## src/rtl/data_mem_ctrl.sv

```systemverilog
// Data-memory controller: turns a core cs/ren/wen request into one SRAM access.
// Latency: LATENCY+1 cycles per access, with read data on dout in the first cycle ram_stall is low.
// Backpressure: ram_stall holds the core for LATENCY cycles; DONE is a one-cycle gap between accesses.
module data_mem_ctrl #(
    parameter int unsigned LATENCY = 3,
    parameter int unsigned AW      = 30
) (
    input  logic          clk,
    input  logic          rst,
    input  logic          cs,
    input  logic          ren,
    input  logic          wen,
    input  logic [AW-1:0] addr,
    input  logic [31:0]   din,
    output logic [31:0]   dout,
    output logic          ram_stall,
    output logic          m_en,
    output logic          m_we,
    output logic [AW-1:0] m_addr,
    output logic [31:0]   m_din,
    input  logic [31:0]   m_dout
);

    localparam logic [3:0] CNT_LOAD = 4'(LATENCY - 1);

    typedef enum logic [1:0] {
        IDLE = 2'd0,
        BUSY = 2'd1,
        DONE = 2'd2
    } state_t;

    state_t        state_q, state_d;
    logic [3:0]    cnt_q, cnt_d;
    logic          wr_q, wr_d;
    logic [31:0]   dout_q, dout_d;
    logic [AW-1:0] m_addr_q, m_addr_d;
    logic [31:0]   m_din_q, m_din_d;

    logic req;
    logic stall_c;
    logic en_c;
    logic we_c;

    // ren and wen together resolve to a write
    assign req = cs & (ren | wen);

    always_comb begin
        state_d  = state_q;
        cnt_d    = cnt_q;
        wr_d     = wr_q;
        dout_d   = dout_q;
        m_addr_d = m_addr_q;
        m_din_d  = m_din_q;
        stall_c  = 1'b0;
        en_c     = 1'b0;
        we_c     = 1'b0;

        case (state_q)
            IDLE: begin
                if (req) begin
                    stall_c  = 1'b1;
                    state_d  = BUSY;
                    cnt_d    = CNT_LOAD;
                    wr_d     = wen;
                    m_addr_d = addr;
                    m_din_d  = din;
                end
            end
            BUSY: begin
                stall_c = 1'b1;
                // The counter still holds its load value only in the first BUSY cycle
                if (cnt_q == CNT_LOAD) begin
                    en_c = 1'b1;
                    we_c = wr_q;
                end
                cnt_d = cnt_q - 4'd1;
                if (cnt_q == 4'd1) begin
                    state_d = DONE;
                    if (!wr_q) begin
                        dout_d = m_dout;
                    end
                end
            end
            DONE: begin
                state_d = IDLE;
            end
            default: begin
                state_d = IDLE;
                cnt_d   = 4'd0;
            end
        endcase
    end

    always_ff @(posedge clk) begin
        if (!rst) begin
            state_q  <= IDLE;
            cnt_q    <= 4'd0;
            wr_q     <= 1'b0;
            dout_q   <= 32'd0;
            m_addr_q <= '0;
            m_din_q  <= 32'd0;
        end else begin
            state_q  <= state_d;
            cnt_q    <= cnt_d;
            wr_q     <= wr_d;
            dout_q   <= dout_d;
            m_addr_q <= m_addr_d;
            m_din_q  <= m_din_d;
        end
    end

    // Gated by rst so nothing reaches the core or SRAM while reset is held
    assign ram_stall = rst & stall_c;
    assign m_en      = rst & en_c;
    assign m_we      = rst & we_c;
    assign dout      = dout_q;
    assign m_addr    = m_addr_q;
    assign m_din     = m_din_q;

endmodule

```

## config.mk

```make
export PLATFORM = sky130hd
export DESIGN_NAME = data_mem_ctrl
export DESIGN_NICKNAME = d
export VERILOG_FILES = /design/src/rtl/data_mem_ctrl.sv
export SDC_FILE = /design/constraint.sdc
export NUM_CORES = 1
export LEC_CHECK = 0
export BUFFER_PORTS_ARGS = -buffer_cell sky130_fd_sc_hd__buf_2
export CORE_MARGIN = 3
export CORE_UTILIZATION = 40
export DETAILED_ROUTE_END_ITERATION = 8
export PLACE_DENSITY = 0.72
export SLEW_MARGIN = 10
export SYNTH_ARGS = -nofsm -noshare
export SYNTH_HDL_FRONTEND = slang
export SYNTH_SLANG_ARGS = --single-unit
```

## constraint.sdc

```tcl
create_clock -name clk -period 2.39 [get_ports clk]
set_input_delay 0.3585 -clock clk [delete_from_list [all_inputs] [get_ports clk]]
set_output_delay 0.3585 -clock clk [all_outputs]
set_load 0.05 [all_outputs]
```

Word level (Yosys, flattened, before mapping)
Cells that the tools add are included.
{"block": "op_classes", "add_sub_neg": 1, "n_eq_ne": 6, "muxes": 11, "bitwise": 7, "n_reduce_logical": 5}
{"op": "one-hot mux 4 bit (3 select lines)", "n": 1}
{"op": "AND reduction 2 bit", "n": 3}
{"op": "2-to-1 mux 1 bit", "n": 5}
{"op": "AND 1 bit", "n": 4}
{"op": "== test 4 x 1 -> 1 bit, second input constant", "n": 1}
{"op": "== test 4 x 2 -> 1 bit, second input constant", "n": 1}
{"op": "2-to-1 mux 2 bit", "n": 2}
{"op": "2-to-1 mux 4 bit", "n": 1}
{"op": "inequality test 2 bit, second input constant", "n": 2}
{"op": "one-hot mux 2 bit (2 select lines)", "n": 1}
{"op": "subtractor 4 x 1 -> 4 bit, second input constant", "n": 1}
{"op": "AND reduction 3 bit", "n": 1}
{"op": "== test 2 x 1 -> 1 bit, second input constant", "n": 1}
{"op": "== test 2 bit, second input constant", "n": 1}
{"op": "zero test 2 bit", "n": 1}
{"op": "inverter 1 bit", "n": 2}
{"op": "one-hot mux 1 bit (2 select lines)", "n": 1}
{"op": "OR 1 bit", "n": 1}
{"block": "word_totals", "reg_bits": 101, "inputBits": 99, "out_inout_bits": 97, "wordCells": 36}

Logic depth before layout (Yosys ltp)
Gate-level depths: netlist of run 1.
{"block": "depth", "depth_word": 5, "depth_mapped": 6, "mapped_depth_nobuf": 5}

Least setup slack after synthesis of run 1
No wires, ideal clock.
{"block": "synth_path", "path_type": "in2out", "from": "input port rst", "to": "output port m_we", "arrival_ns": 2.729, "t_required_ns": 2.032, "path_slack_ns": -0.697, "cell_stages": 4, "n_path_buf": 1, "cell_sequence": "buf_2 nand2b_1 nor4_1 and2_1"}
{"block": "synth_via", "elab_chain_len": 1}
{"item": "start, declared", "line": "9", "rtl": "input logic rst,"}
{"item": "AND 1 bit", "line": "115", "rtl": "assign m_we = rst & we_c;"}
{"item": "end, declared", "line": "18", "rtl": "output logic m_we,"}
No other way between the ends.

Final worst setup path of run 1
{"block": "layout_path", "from": "register state_q[1]", "to": "output port m_we"}
{"block": "layout_via", "elab_chain_len": 3}
{"item": "start, declared", "line": "32", "rtl": "state_t state_q, state_d;"}
{"item": "start signal, assigned", "line": "103", "rtl": "state_q <= state_d;"}
{"item": "== test 2 x 1 -> 1 bit", "line": "58", "rtl": "case (state_q)"}
{"item": "2-to-1 mux 1 bit", "line": "58"}
{"item": "AND 1 bit", "line": "115"}
No other way between the ends.

==> run_results.csv, run 1 <==
group,metric,value,unit
global_route,antenna_found_initial,0,
sta,finalMaxSlewViolations,0,
yosys,syn-num-nets,552,
pwr,internal-power,0.00264,W
routing,firstDrtPassIters,4,
setup_path,startpoint_type,"flip-flop",
global_route,grt_pass1_vias,3504,
sta,whs,0.246,ns
pwr,comb_power_share,19.4,%
sta,min_period,1.97,ns
global_route,grt_pass1_wl,15400,um
place,dpl.hpwl,6680,um
sta,skew,0.00708,ns
clocking,numCtsBuffers,9,
routing,post_drt_wl_per_cell,12.3,um
die,pin_count,196,
yosys,ys_warn_count,0,
routing,vias,3521,
finish,layout_common_cells,"buf_2 (194), nand2_1 (191), dfxtp_1 (101)",
yosys,syn-cell-area,0.00412,mm^2
clocking,cts-root-buf,"clkbuf_8",
setup_path,critPathMaxFanout,6,
setup_path,setup.worst_path.class,"reg -> out",
die,rows,36,
sta,setup_viol,0,
finish,fill_cells,941,
sta,rsz0062_at_grt,"false",
place,port_buffers,195,
routing,drt.antenna.violating_nets,0,
clocking,ctsHoldBuffers,0,
pwr,seq_power_share,48.7,%
clocking,path_clk_slew,0.09,ns
die,start_util,41.6,%
sta,worst_slew_pin_slew,0.755,ns
pwr,p_sw_share,29.3,%
sta,hold_violations,0,
die,core_area,0.00991,mm^2
die,die_h,107,um
yosys,synth_seq_cells,101,
clocking,cts_resized,0,
yosys,syn_area_per_cell,9.16,um^2
finish,area_growth,30.3,%
job,maxCapViolCount,0,
routing,drc,0,
clocking,cts_buffer_depth,2,
die,die_area,0.0116,mm^2
die,die_x,107,um
finish,final_common_cell,"buf_2",
setup_path,critPathRequiredTime,2.03,ns
clocking,cts_tree,"done",
global_route,track_usage,16.0,%
status,outcome,"finished clean",
global_route,grt_start_max_net_pins,197,
pwr,cellPowerDensity,697,mW/mm^2
routing,first_iter_violations,207,
clocking,cts_sinks,101,
sta,fin_crit_sh,82.4,%
setup_path,arrival,1.61,ns
clocking,worstSkewPairLatency,0.34,ns
finish,final_nets,730,
clocking,postCtsSetupBuffers,0,
routing,via_per_inst,4.60,
pwr,switchingPower,0.00110,W
finish,antennaDiodeCount,0,
pwr,p_leak,2.58,nW
yosys,yosysSeqAreaShare,49.1,%
yosys,netlist-cell-type-count,25,
yosys,netlist_instances,450,
sta,finalSetupTns,0,ns
setup_path,end_kind,"primary output",
clocking,htreeDepth,3,
pwr,p_clk_share,31.9,%
pwr,vdd_drop_max,288,uV
hold_path,hold_class,"in -> reg",
routing,wl,9420,um
sta,timing.fmax,508,MHz
sta,slew_headroom,49.7,%
place,gp_congestion,0.690,
global_route,grt_overflow_total,0,
finish,layout-drive-gt1-share,34.4,%
power groups by stage:
stage	combinational [W]	sequential (W)	clock [W]
2_1_floorplan	0.000271	0.00213	0
3_3_place_gp	0.000716	0.00185	0
3_5_place_dp	0.000731	0.00186	0
4_1_cts	0.000732	0.00182	0.00125
5_1_grt	0.000781	0.00183	0.00131
6_report	0.000725	0.00182	0.00119
cells by family after synthesis:
kind of cell	after synthesis	synth area share (%)
AO/OA/AOI/OAI	9	1.46
AND/OR/NAND/NOR	206	20.3
multiplexers	95	23.1
flip-flops	101	49.1
buffers and inverters	36	5.16
adder cells (fa/ha/maj)	3	0.911
cell usage after synthesis, drive strengths merged:
cell,count,area share (%)
nand2,191,17
dfxtp,101,49
mux2i,95,23
clkbuf,17,1.5
buf,15,3.2
inv,4,0.36
ha,3,0.91
nand2b,3,0.46
nor3,3,0.64
o21ai,3,0.36
a21oi,2,0.24
and2,2,0.30
nand3,2,0.24
a311oi,1,0.21
nand4b,1,0.21
nand4bb,1,0.67
nor2,1,0.091
nor2b,1,0.15
nor4,1,0.15
o211a,1,0.24
o221ai,1,0.21
o31ai,1,0.18
worst paths after layout:
check	startpoint	end	slack [ns]	depth (start not counted)
max	state_q[1]	m_we	0.42	4
min	addr[14]	m_addr[14]	0.25	3
min reg2reg	m_addr[6]	m_addr[6]	0.46	2
max reg2reg	cnt_q[1]	dout[6]	0.65	6
area by class of cell:
type | instances | area, um^2 | share of cell area, %
tap | 133 | 166 | 3.10
clock buffer | 12 | 155 | 2.89
sequential | 101 | 2020 | 37.7
clock inverter | 4 | 70.1 | 1.31
timing repair buffer | 199 | 1030 | 19.3
multi-input combinational | 313 | 1910 | 35.5
inverter | 4 | 15.0 | 0.280
routing by layer:
| layer | global-route usage, % | share of wire, % |
|---|---|---|
| met1 | 18.6 | 42 |
| met3 | 4.80 | 8.9 |
| met2 | 27.7 | 48 |
| met5 | 0 | 0 |
| met4 | 5.95 | 0.87 |
worst max-delay path: stages, from the launching register on:
cell and delay [ns]:
dfxtp_1 0.38, nand2b_1 0.24, nor4_4 0.24, and2_1 0.16
buf_2 0.26
stage by stage:
step | util (%) | cells | cell area, um^2 | setup slack (ns) | total power (W)
2_1_floorplan | - | 450 | 4140 | 0.257 | 0.00240
3_3_place_gp | 51.9 | 750 | 5140 | 0.770 | 0.00257
3_5_place_dp | 51.9 | 750 | 5140 | 0.661 | 0.00259
4_1_cts | 54.2 | 766 | 5370 | 0.369 | 0.00380
5_1_grt | 54.2 | 766 | 5370 | 0.286 | 0.00392
6_report | 54.2 | 766 | 5370 | 0.420 | 0.00374
flip-flops by register name (all words and copies together) (netlist names):
name	cells
dout	32
m_din	32
m_addr	30
cnt_q	4
state_q	2
wr_q	1
No activity file was read; power rests on OpenSTA's default activity.
==> inputs of run 2 (changes only) <==
==> constraint.sdc (replaced) <==
create_clock -name clk -period 1.98 [get_ports clk]
set_input_delay 0.297 -clock clk [delete_from_list [all_inputs] [get_ports clk]]
set_output_delay 0.297 -clock clk [all_outputs]
set_load 0.05 [all_outputs]
==> run 2 against run 1 <==
Critical path depth is 2 higher. Final cell count is 0.13% lower. Highest routed layer unchanged. First-iteration DRC count is 1.9% higher. Final area is 0.54% lower. Clock skew is 0.0017 ns higher. Hold slack worse by 0.072 ns. Sequential share of layout area is 0.23 points higher. Clock-buffer cell count is 1 higher. Register-to-register slack worse by 0.21 ns. Combinational power is 22% higher.
==> run_results.csv, run 2 (synthesis gave the netlist of run 1 again) <==
group,metric,value,unit
clocking,cts-root-buf,"clkbuf_8",
clocking,postCtsSetupBuffers,0,
routing,drc,0,
place,port_buffers,195,
clocking,cts_buffer_depth,2,
setup_path,setup.worst_path.class,"reg -> out",
routing,post_drt_wl_per_cell,12.7,um
sta,rsz0062_at_grt,"false",
clocking,cts_sinks,101,
setup_path,cp-startpoint,"cnt_q[0]",
sta,timing.fmax,543,MHz
sta,finalMaxSlewViolations,0,
clocking,ctsHoldBuffers,0,
routing,wl,9690,um
routing,vias,3531,
global_route,grt_pass1_wl,15300,um
global_route,grt_pass1_vias,3313,
setup_path,critPathMaxFanout,4,
finish,final_common_cell,"buf_2",
sta,fin_crit_sh,93.1,%
global_route,antenna_found_initial,0,
die,die_area,0.0116,mm^2
routing,drt.antenna.violating_nets,0,
sta,skew,0.00875,ns
hold_path,worst_hold_path.endpoint,"dout[20]",
setup_path,crit_buf_inv,2,
sta,hold_violations,0,
setup_path,cp_cell_sequence,"inv_2 > ha_1 > nand2b_1 > nor4_4 > and2_4 > buf_6",
clocking,cts_tree,"done",
routing,first_iter_violations,211,
setup_path,worstReg2RegEnd,"dout[14]",
finish,fill_cells,952,
setup_path,reg2reg_slack,0.44,ns
finish,stdcell_count,765,
die,start_util,41.6,%
sta,setup_viol,0,
setup_path,critPathRequiredTime,1.68,ns
finish,final_nets,730,
clocking,numCtsBuffers,9,
sta,min_period,1.84,ns
global_route,grt_overflow_total,0,
job,maxCapViolCount,0,
finish,final_core_util,53.9,%
sta,slew_headroom,50.4,%
hold_path,hold_class,"in -> reg",
routing,via_per_inst,4.62,
die,die_x,107,um
hold_path,hold_path.startpoint,"m_dout[20]",
finish,layout-drive-gt1-share,34.5,%
sta,fin_ws,0.137,ns
global_route,grt_start_max_net_pins,197,
finish,area_growth,29.6,%
setup_path,ff2ff_path_depth,6,
status,outcome,"finished clean",
setup_path,crit_slowest_cell,"dfxtp_2",
clocking,worstSkewPairLatency,0.35,ns
die,pin_count,196,
clocking,htreeDepth,3,
hold_path,holdPathStages,3,
place,placed_cells_incl_taps,750,
sta,finalSetupTns,0,ns
setup_path,r2r-start,"cnt_q[1]",
die,rows,36,
pwr,cellPowerDensity,791,mW/mm^2
finish,layout_common_cells,"buf_2 (192), nand2_1 (191), dfxtp_1 (100)",
setup_path,arrival,1.55,ns
place,gp_congestion,0.817,
setup_path,path_delay_family,"simple AND/OR/NAND/NOR gates",
setup_path,startpoint_type,"flip-flop",
finish,design_area,0.00534,mm^2
die,core_area,0.00991,mm^2
clocking,path_clk_slew,0.09,ns
setup_path,cpPeakStageDelay,0.34,ns
sta,worst_slew_pin_slew,0.743,ns
clocking,cts_resized,1,
setup_path,end_kind,"primary output",
pwr,p_leak,2.55,nW
place,dpl.hpwl,6990,um
routing,firstDrtPassIters,5,
place,place_area,0.00517,mm^2
pwr,vdd_drop_max,365,uV
global_route,track_usage,16.3,%
place,preCtsSetupSlack,0.375,ns
die,die_h,107,um
finish,antennaDiodeCount,0,
run 2: worst min-delay path: stages:
cell     delay, ns
buf_2         0.09
nand2_1       0.04
mux2i_1       0.05
run 2: area by class of cell:
cell class	count	area [um^2]	area share, %
clock buffers	13	149	2.79
clock inverters	2	10.0	0.187
inverters	4	15.0	0.281
multi-input cells	313	1910	35.7
flip-flops and latches	101	2020	37.9
well taps	133	166	3.12
repair buffers	199	1070	20.0
run 2: routing by layer:
metal,wire (um),GRT usage (%),vias up
li1,-,-,1804
met1,3950,19.0,1595
met2,4660,27.3,122
met3,944,5.82,10
met4,131,6.31,0
met5,0,0,-
run 2: how the worst max path moves through the flow:
stage	endpoint	slack, ns	cells past startpoint
final	m_we	0.14	6
after global routing	m_we	0.01	6
after CTS	m_we	0.02	6
after detailed placement	m_we	0.37	6
after global placement	m_we	0.40	6
after floorplan	m_we	0.003	5
run 2: where the power goes:
part	internal, W	switching [W]	total (W)
registers	0.00214	0.0000617	0.00220
clock network	0.000484	0.000657	0.00114
logic	0.000281	0.000604	0.000885
total	0.00290	0.00132	0.00422
run 2: per-stage QoR:
stage          power [W]  hold WS (ns)
2_1_floorplan    0.00289         0.439
3_3_place_gp     0.00311         0.439
3_5_place_dp     0.00314         0.446
4_1_cts          0.00428         0.155
5_1_grt          0.00442         0.165
6_report         0.00422         0.175
